## config.mk

```make
export PLATFORM = sky130hd
export DESIGN_NAME = case3_eval_sched
export DESIGN_NICKNAME = d
export VERILOG_FILES = /design/src/rtl/case3_pkg.sv /design/src/rtl/case3_rr_arb.sv /design/src/rtl/case3_eval_sched.sv
export SDC_FILE = /design/constraint.sdc
export NUM_CORES = 1
export LEC_CHECK = 0
export BUFFER_PORTS_ARGS = -buffer_cell sky130_fd_sc_hd__buf_2
export CAP_MARGIN = 40
export CORE_MARGIN = 5
export CORE_UTILIZATION = 55
export CTS_CLUSTER_SIZE = 25
export DETAILED_ROUTE_END_ITERATION = 7
export PLACE_DENSITY = 0.94
export SYNTH_ARGS = -nofsm -noshare
export SYNTH_HDL_FRONTEND = slang
export SYNTH_SLANG_ARGS = --single-unit
```

## constraint.sdc

```tcl
create_clock -name i_clk -period 10.2 [get_ports i_clk]
set_clock_uncertainty 0.2 [all_clocks]
set_input_delay 1.02 -clock i_clk [delete_from_list [all_inputs] [get_ports i_clk]]
set_output_delay 1.02 -clock i_clk [all_outputs]
set_load 0.01 [all_outputs]
```

## src/rtl/case3_pkg.sv

```systemverilog
// Shared constants, scheduler state type and the case3 reference function
// used by both the evaluator datapath and the bench model.
package case3_pkg;

  localparam int VEC_W   = 7;
  localparam int OUT_W   = 3;
  localparam int NUM_VEC = 128;

  typedef enum logic {
    IDLE  = 1'b0,
    SWEEP = 1'b1
  } state_t;

  // vec = {a,b,c,d,e,f,g}; returns {x,y,z}
  function automatic logic [OUT_W-1:0] case3_f(input logic [VEC_W-1:0] vec);
    logic a, b, c, d, e, f, g;
    {a, b, c, d, e, f, g} = vec;
    return {a & b & c & d & e,
            b | c | (b ^ d ^ f) | (d ^ e ^ f ^ g),
            c ^ d ^ (c & e & g) ^ (a & b & e & g)};
  endfunction

endpackage

```

## src/rtl/case3_rr_arb.sv

```systemverilog
// Round-robin arbiter: picks the first asserted request scanning upward from
// i_ptr with wrap-around; grant is one-hot or all zero.
module case3_rr_arb #(
  parameter  int N_REQ = 4,
  localparam int PTR_W = $clog2(N_REQ)
) (
  input  logic [N_REQ-1:0] i_req,
  input  logic [PTR_W-1:0] i_ptr,
  output logic [N_REQ-1:0] o_grant
);

  logic w_hit;

  always_comb begin
    o_grant = '0;
    w_hit   = 1'b0;
    for (int k = 0; k < N_REQ; k++) begin
      for (int i = 0; i < N_REQ; i++) begin
        if (!w_hit && i_req[i] && (((int'(i_ptr) + k) % N_REQ) == i)) begin
          o_grant[i] = 1'b1;
          w_hit      = 1'b1;
        end
      end
    end
  end

endmodule

```

## src/rtl/case3_eval_sched.sv

```systemverilog
// Shares one case3 evaluator among N_REQ valid/ready requesters with a
// registered response slot, and runs a 128-vector self-test sweep on request.
module case3_eval_sched
  import case3_pkg::*;
#(
  parameter  int N_REQ = 4,
  parameter  int SIG_W = 16,
  localparam int ID_W  = $clog2(N_REQ)
) (
  input  logic                     i_clk,
  input  logic                     i_rst,
  input  logic [N_REQ-1:0]         i_req_valid,
  input  logic [VEC_W*N_REQ-1:0]   i_req_vec,
  output logic [N_REQ-1:0]         o_req_ready,
  output logic                     o_rsp_valid,
  input  logic                     i_rsp_ready,
  output logic [ID_W-1:0]          o_rsp_id,
  output logic [OUT_W-1:0]         o_rsp_xyz,
  input  logic                     i_sweep_start,
  output logic                     o_sweep_busy,
  output logic                     o_sweep_done,
  output logic [SIG_W-1:0]         o_sweep_sig,
  output logic [7:0]               o_cnt_x,
  output logic [7:0]               o_cnt_y,
  output logic [7:0]               o_cnt_z
);

  state_t            r_state;
  state_t            w_state_next;
  logic              r_pend;
  logic [ID_W-1:0]   r_rr_ptr;
  logic              r_rsp_valid;
  logic [ID_W-1:0]   r_rsp_id;
  logic [OUT_W-1:0]  r_rsp_xyz;
  logic [VEC_W-1:0]  r_idx;
  logic [SIG_W-1:0]  r_sig;
  logic [7:0]        r_cnt_x;
  logic [7:0]        r_cnt_y;
  logic [7:0]        r_cnt_z;
  logic              r_done;

  logic              w_slot_free;
  logic              w_grant_en;
  logic              w_busy;
  logic              w_accept;
  logic              w_sweep_last;
  logic              w_sweep_enter;
  logic [N_REQ-1:0]  w_grant;
  logic [N_REQ-1:0]  w_req_ready;
  logic [VEC_W-1:0]  w_req_vec;
  logic [VEC_W-1:0]  w_eval_vec;
  logic [ID_W-1:0]   w_grant_id;
  logic [OUT_W-1:0]  w_xyz;

  assign w_slot_free   = !r_rsp_valid || i_rsp_ready;
  assign w_sweep_last  = (r_state == SWEEP) && (r_idx == VEC_W'(NUM_VEC - 1));
  assign w_sweep_enter = (r_state == IDLE) && (w_state_next == SWEEP);

  always_ff @(posedge i_clk) begin
    if (i_rst) r_state <= IDLE;
    else       r_state <= w_state_next;
  end

  // The sweep waits for the response slot to drain before taking the evaluator
  always_comb begin
    w_state_next = r_state;
    case (r_state)
      IDLE:    if (r_pend && !r_rsp_valid) w_state_next = SWEEP;
      SWEEP:   if (w_sweep_last)           w_state_next = IDLE;
      default: w_state_next = IDLE;
    endcase
  end

  always_comb begin
    w_busy     = 1'b0;
    w_grant_en = 1'b0;
    case (r_state)
      IDLE:    w_grant_en = !r_pend && !i_sweep_start;
      SWEEP:   w_busy     = 1'b1;
      default: ;
    endcase
  end

  case3_rr_arb #(
    .N_REQ (N_REQ)
  ) u_arb (
    .i_req   (i_req_valid),
    .i_ptr   (r_rr_ptr),
    .o_grant (w_grant)
  );

  assign w_req_ready = w_grant & {N_REQ{w_grant_en && w_slot_free}};
  assign w_accept    = |w_req_ready;

  always_comb begin
    w_req_vec  = '0;
    w_grant_id = '0;
    for (int i = 0; i < N_REQ; i++) begin
      if (w_grant[i]) begin
        w_req_vec  = i_req_vec[VEC_W*i +: VEC_W];
        w_grant_id = ID_W'(i);
      end
    end
  end

  // Single evaluator instance shared between the sweep index and the granted vector
  assign w_eval_vec = w_busy ? r_idx : w_req_vec;
  assign w_xyz      = case3_f(w_eval_vec);

  always_ff @(posedge i_clk) begin
    if (i_rst) begin
      r_rsp_valid <= 1'b0;
      r_rsp_id    <= '0;
      r_rsp_xyz   <= '0;
      r_rr_ptr    <= '0;
    end else if (w_accept) begin
      r_rsp_valid <= 1'b1;
      r_rsp_id    <= w_grant_id;
      r_rsp_xyz   <= w_xyz;
      r_rr_ptr    <= (w_grant_id == ID_W'(N_REQ - 1)) ? '0 : w_grant_id + 1'b1;
    end else if (i_rsp_ready) begin
      r_rsp_valid <= 1'b0;
    end
  end

  always_ff @(posedge i_clk) begin
    if (i_rst)                                  r_pend <= 1'b0;
    else if (w_sweep_last)                      r_pend <= 1'b0;
    else if (i_sweep_start && r_state != SWEEP) r_pend <= 1'b1;
  end

  always_ff @(posedge i_clk) begin
    if (i_rst) begin
      r_idx   <= '0;
      r_sig   <= '0;
      r_cnt_x <= '0;
      r_cnt_y <= '0;
      r_cnt_z <= '0;
      r_done  <= 1'b0;
    end else begin
      r_done <= w_sweep_last;
      if (w_sweep_enter) begin
        r_idx   <= '0;
        r_sig   <= '0;
        r_cnt_x <= '0;
        r_cnt_y <= '0;
        r_cnt_z <= '0;
      end else if (w_busy) begin
        r_idx   <= r_idx + 1'b1;
        r_sig   <= {r_sig[SIG_W-2:0], r_sig[SIG_W-1]} ^ {{(SIG_W-OUT_W){1'b0}}, w_xyz};
        r_cnt_x <= r_cnt_x + {7'b0, w_xyz[2]};
        r_cnt_y <= r_cnt_y + {7'b0, w_xyz[1]};
        r_cnt_z <= r_cnt_z + {7'b0, w_xyz[0]};
      end
    end
  end

  assign o_req_ready  = w_req_ready;
  assign o_rsp_valid  = r_rsp_valid;
  assign o_rsp_id     = r_rsp_id;
  assign o_rsp_xyz    = r_rsp_xyz;
  assign o_sweep_busy = w_busy;
  assign o_sweep_done = r_done;
  assign o_sweep_sig  = r_sig;
  assign o_cnt_x      = r_cnt_x;
  assign o_cnt_y      = r_cnt_y;
  assign o_cnt_z      = r_cnt_z;

endmodule

```

==> flow_metrics.env, run 1 <==
export IMPL_status="finished, final reports clean"
export IMPL_arrival_ps=4330
export IMPL_multi_input_area_sq_um=1600
export IMPL_cts_buffer_depth=2
export IMPL_synth_cell_types=54
export IMPL_p_sw_mw=0.183
export IMPL_grt_first_pass_wirelength_microns=11900
export IMPL_yosysMostFrequentCell="nor2_1"
export IMPL_p_leak_nw=1.53
export IMPL_yosysSeqAreaShare=0.410
export IMPL_crit_type="input pin to flip-flop"
export IMPL_postSynthAreaPerCell_sq_um=8.70
export IMPL_p_comb_frac=0.220
export IMPL_initial_utilization=0.561
export IMPL_yosys_warnings=0
export IMPL_io_buffers=87
export IMPL_drt_wl_total_microns=7420
export IMPL_htreeDepth=3
export IMPL_wire_per_inst_microns=15.3
export IMPL_overflow=0
export IMPL_die_h_microns=81.7
export IMPL_irDropWorstVdd_mv=0.146
export IMPL_async_flop_share=0
export IMPL_syn_area_sq_um=2830
export IMPL_avgViaCountPerCell=5.62
export IMPL_place_hpwl_microns=5330
export IMPL_holdWs_ps=263
export IMPL_first_global_vias=2653
export IMPL_holdBufCountCts=0
export IMPL_seq_area_sq_um=1160
export IMPL_switching_share=0.324
export IMPL_internal_power_mw=0.381
export IMPL_ant_nets=0
export IMPL_io_pin_count=88
export IMPL_cts_root_buf="clkbuf_8"
export IMPL_die_x_microns=81.7
export IMPL_layout_min_cycle_time_ps=4250
export IMPL_diodes=0
export IMPL_drv_slew=0
export IMPL_setup_viol=0
export IMPL_cp_end_kind="flip-flop"
export IMPL_routabilityCongestion=0.904
export IMPL_area_growth_pct=24.1
export IMPL_drt_iter0_markers=210
export IMPL_power_density_nw_per_um2=160
export IMPL_ctsResizeCount=0
export IMPL_required_ps=10280
export IMPL_p_seq_frac=0.439
export IMPL_cts_tree="done"
export IMPL_netlist_top_cells_area="dfxtp_1, nor2_1, mux2i_1, xor2_1, nand2_1"
export IMPL_clkPwrFrac=0.342
export IMPL_synthFlopType="dfxtp_1"
export IMPL_synth_edf_count=0
export IMPL_clock_latency_ps=350
export IMPL_finalHoldViolCount=0
export IMPL_layout_nets=453
export IMPL_fin_crit_sh=0.417
export IMPL_grt_max_degree=40
export IMPL_path_clk_slew_ps=70
export IMPL_worstHoldPathType="flip-flop to flip-flop"
export IMPL_drive_above_1_share=0.282
export IMPL_grt_use_total=0.232
export IMPL_synth_common_cells="nor2_1, dfxtp_1, nand2_1, mux2i_1, xor2_1"
export IMPL_startpoint_type="input pin"
export IMPL_synth_seq_cells=58
export IMPL_synth_fp_nets=368
export IMPL_clock_fmax_mhz=235
export IMPL_tightest_slew_ps=616
export IMPL_max_cap_viol_count=0
export IMPL_die_area_sq_um=6680
export IMPL_cts_sinks=58
export IMPL_core_sq_um=5040
export IMPL_synth_top_area_frac=0.410
export IMPL_cts_setup_buffers=0
export IMPL_fillCellCount=389
export IMPL_slew_headroom=0.586
export IMPL_cts_inserted_buffers=9
export IMPL_antenna_found_initial=0
export IMPL_dr_pass1_iters=7
export IMPL_rsz0062_at_grt="false"
export IMPL_vias=2728
export IMPL_synth_area_leader_cell="dfxtp_1"
export IMPL_worstPathMaxFanout=13
export IMPL_drc_errors=0
export IMPL_rows=26
export IMPL_setup_tns_ps=0
export IMPL_synth_cells=325
[worst max-delay path, cell delays in order]
cell      delay, ps
buf_2           180
nor2b_2         180
o311ai_2        440
a32oi_1         170
a311o_1         330
a22o_1          260
or4b_4          530
o211ai_2        130
ha_1            220
ha_1            180
nand4_1         160
or3_1           400
a21oi_1         140
[area by class of cell]
class / instances / area share
timing repair buffer: 89 / 0.132
multi-input combinational: 248 / 0.457
inverter: 4 / 0.00428
sequential: 58 / 0.331
tap: 70 / 0.0249
clock inverter: 6 / 0.0121
clock buffer: 10 / 0.0392
[path summary, 6_finish.rpt]
path | from | to | slack (ps) | cells after the start
worst max-delay path | i_req_valid[0] | o_cnt_z[6] | 5950 | 13
worst min register to register | o_rsp_xyz[2] | o_rsp_xyz[2] | 260 | 2
worst max register to register | r_state | o_cnt_z[6] | 6180 | 11
worst min-delay path | o_rsp_xyz[2] | o_rsp_xyz[2] | 260 | 2
[cell usage in the layout, fill, tap and decap left out, types with 4 or more instances in the layout]
master	count
nor3_1	8
a21oi_1	9
nand4_1	8
ha_1	7
mux2i_1	22
nand3_1	9
nand2b_1	5
xnor2_1	6
nand2_1	27
buf_2	87
and2_1	5
a211oi_1	4
or3_1	4
dfxtp_1	57
nor2_1	64
clkbuf_8	10
xor2_1	18
[kinds of logic (layout without fill, tap and decap cells)]
kind of cell,count (synthesis),count (layout),synth area share
adder cells (fa/ha/maj),7,7,0.0310
buffers and inverters,19,109,0.0265
AND/OR/NAND/NOR,145,145,0.244
flip-flops,58,58,0.410
multiplexers,22,22,0.0778
AO/OA/AOI/OAI,50,50,0.136
XOR/XNOR,24,24,0.0743
[registers in the layout (all words and copies together) (netlist names)]
register      cells
o_rsp_valid       1
o_rsp_xyz         3
o_sweep_done      1
o_rsp_id          2
o_cnt_z           8
o_cnt_y           8
r_idx             7
r_rr_ptr          2
o_sweep_sig      16
o_cnt_x           8
r_state           1
r_pend            1
[routing by layer]
layer  wire length, microns  up-vias  GRT usage
li1                       -     1317          -
met1                   2960     1304      0.266
met2                   3770       85      0.381
met3                    472       22     0.0811
met4                    221        0      0.115
met5                      0        -          0
[power by group through the flow]
stage          Combinational [mW]  Clock (mW)  Sequential (mW)
2_1_floorplan              0.0861           0            0.251
3_3_place_gp                0.116           0            0.251
3_5_place_dp                0.122           0            0.252
4_1_cts                     0.123       0.195            0.247
5_1_grt                     0.136       0.206            0.249
6_report                    0.124       0.192            0.247
[through the flow]
| stage | util | total power, mW | cell area, sq um | setup WS, ps | std cells |
|---|---|---|---|---|---|
| 2_1_floorplan | - | 0.337 | 2830 | 6020 | 325 |
| 3_3_place_gp | 0.657 | 0.368 | 3310 | 5740 | 468 |
| 3_5_place_dp | 0.661 | 0.374 | 3330 | 5620 | 469 |
| 4_1_cts | 0.697 | 0.565 | 3510 | 5980 | 485 |
| 5_1_grt | 0.697 | 0.591 | 3510 | 5660 | 485 |
| 6_report | 0.697 | 0.563 | 3510 | 5950 | 485 |
Note: power is estimated with default switching activity, not from simulation.
==> run 2: changes to the inputs <==
- CORE_UTILIZATION: 55 -> 46
- PLACE_DENSITY: 0.94 -> 0.85
- clock period: 10.2 -> 3.75 ns (I/O delays scaled with it)
==> run 2 against run 1 <==
  * Utilization down 8.5 points
  * Wire length down 4.8%
  * Clock power rose to 3.4 times the previous value
  * Sequential cell count unchanged
  * Critical path type is now flip-flop to flip-flop
  * Critical endpoint unchanged
  * Largest cell class unchanged
  * Largest power group unchanged
==> flow_metrics.env, run 2 (synthesis gave the netlist of run 1 again) <==
export IMPL_largest_register_ffs=16
export IMPL_irDropWorstVdd_mv=0.465
export IMPL_worstPathMaxFanout=8
export IMPL_rsz0062_at_grt="false"
export IMPL_cts_inserted_buffers=9
export IMPL_die_area_sq_um=7820
export IMPL_avgViaCountPerCell=5.35
export IMPL_wire_per_inst_microns=14.2
export IMPL_path_cells="nor2b_2, o311ai_2, buf_4, a32oi_1, a311o_1, a22o_1, or4b_4, o211ai_2, ha_1, ha_1, nand4_1, or3_1, a21oi_1"
export IMPL_setup_tns_ps=0
export IMPL_final_cells=498
export IMPL_drc_errors=0
export IMPL_routabilityCongestion=0.874
export IMPL_final_common_cell="buf_2"
export IMPL_layout_min_cycle_time_ps=3480
export IMPL_cp_end_kind="flip-flop"
export IMPL_p_leak_nw=1.60
export IMPL_htreeDepth=3
export IMPL_io_buffers=87
export IMPL_timing_critical_path_buf_inv=1
export IMPL_layout_common_cells="buf_2, nor2_1, dfxtp_1"
export IMPL_place_inst=482
export IMPL_r2r_cells=13
export IMPL_initial_utilization=0.475
export IMPL_die_h_microns=88.4
export IMPL_grt_max_degree=39
export IMPL_fin_crit_sh=0.929
export IMPL_crit_type="flip-flop to flip-flop"
export IMPL_crit_path_frequent_cell="ha_1"
export IMPL_cts_setup_buffers=0
export IMPL_die_x_microns=88.4
export IMPL_drv_slew=0
export IMPL_holdBufCountCts=0
export IMPL_setup_viol=0
export IMPL_clock_latency_ps=330
export IMPL_drt_iter0_markers=128
export IMPL_finalHoldViolCount=0
export IMPL_area_growth_pct=28.7
export IMPL_report_power_total_mw=1.70
export IMPL_status="finished, final reports clean"
export IMPL_vias=2664
export IMPL_grt_use_total=0.185
export IMPL_timing_rr_start="r_rr_ptr[0]"
export IMPL_diodes=0
export IMPL_cts_root_buf="clkbuf_8"
export IMPL_clock_fmax_mhz=287
export IMPL_slew_headroom=0.537
export IMPL_rows=28
export IMPL_required_ps=3810
export IMPL_grt_first_pass_wirelength_microns=11400
export IMPL_power_density_nw_per_um2=468
export IMPL_worstHoldPathType="input pin to flip-flop"
export IMPL_arrival_ps=3550
export IMPL_slowest_stage="or4b_4"
export IMPL_antenna_found_initial=0
export IMPL_crit_cells=13
export IMPL_io_pin_count=88
export IMPL_dr_pass1_iters=4
export IMPL_crit_path_start="r_rr_ptr[0]"
export IMPL_core_sq_um=5960
export IMPL_ant_nets=0
export IMPL_crit_family="simple AND/OR/NAND/NOR gates"
export IMPL_cts_sinks=58
export IMPL_max_stage_delay_ps=510
export IMPL_holdPathStages=3
export IMPL_max_cap_viol_count=0
export IMPL_layout_nets=461
export IMPL_drt_wl_total_microns=7060
export IMPL_first_global_vias=2599
export IMPL_place_hpwl_microns=5410
export IMPL_path_clk_slew_ps=70
export IMPL_startpoint_type="flip-flop"
export IMPL_cts_buffer_depth=2
export IMPL_tightest_slew_ps=688
export IMPL_cts_tree="done"
export IMPL_hp_start="i_sweep_start"
export IMPL_drive_above_1_share=0.298
export IMPL_overflow=0
[run 2: cell types whose count changed in the layout (fill, tap and decap cells not counted), moves of 2 or more]
cell / delta
buf_4: +8
bufinv_16: +2
clkinvlp_4: -2
dfxtp_1: -2
dfxtp_2: +2
[run 2: metrics by stage]
stage / hold slack [ps] / setup slack, ps / util / area [sq um]
CTS: 123 / 146 / 0.609 / 3630
global placement: 243 / 99.2 / 0.567 / 3380
finish: 131 / 266 / 0.611 / 3640
global route: 120 / 62.3 / 0.611 / 3640
detailed placement: 252 / 19.9 / 0.571 / 3400
floorplan: 248 / 220 / - / 2830
[run 2: where the power goes]
group,internal [mW],leakage (nW),switching [mW],total (mW)
Clock,0.411,0.117,0.249,0.660
Sequential,0.641,0.470,0.0253,0.667
Combinational,0.165,1.01,0.211,0.377
[run 2: what timing repair did]
item                                    in CTS  in global routing
resized for setup                            0                  3
endpoints found under the hold margin        0                  0
endpoints found under the setup margin       0                  1
[run 2: final timing paths]
kind,slack (ps),endpoint
min reg2reg,270,o_rsp_xyz[2]
max reg2reg,270,o_cnt_z[6]
min,130,r_pend
max,270,o_cnt_z[6]
[run 2: layout make-up]
type	count	area, sq um
inverter	4	15.0
tap	75	93.8
sequential	58	1160
timing repair buffer	97	523
fill	540	2310
clock buffer	12	155
multi-input combinational	248	1620
clock inverter	4	73.8
[run 2: tightest hold or removal path, stage by stage]
cell and delay, ps:
buf_2 80, a21oi_1 60, nor2b_1 100
[run 2: metal layers]
| layer | share of wire | track usage | up-vias |
|---|---|---|---|
| met3 | 0.035 | 0.0466 | 10 |
| li1 | - | - | 1333 |
| met2 | 0.52 | 0.324 | 46 |
| met5 | 0 | 0 | - |
| met4 | 0.016 | 0.0755 | 0 |
| met1 | 0.42 | 0.214 | 1275 |
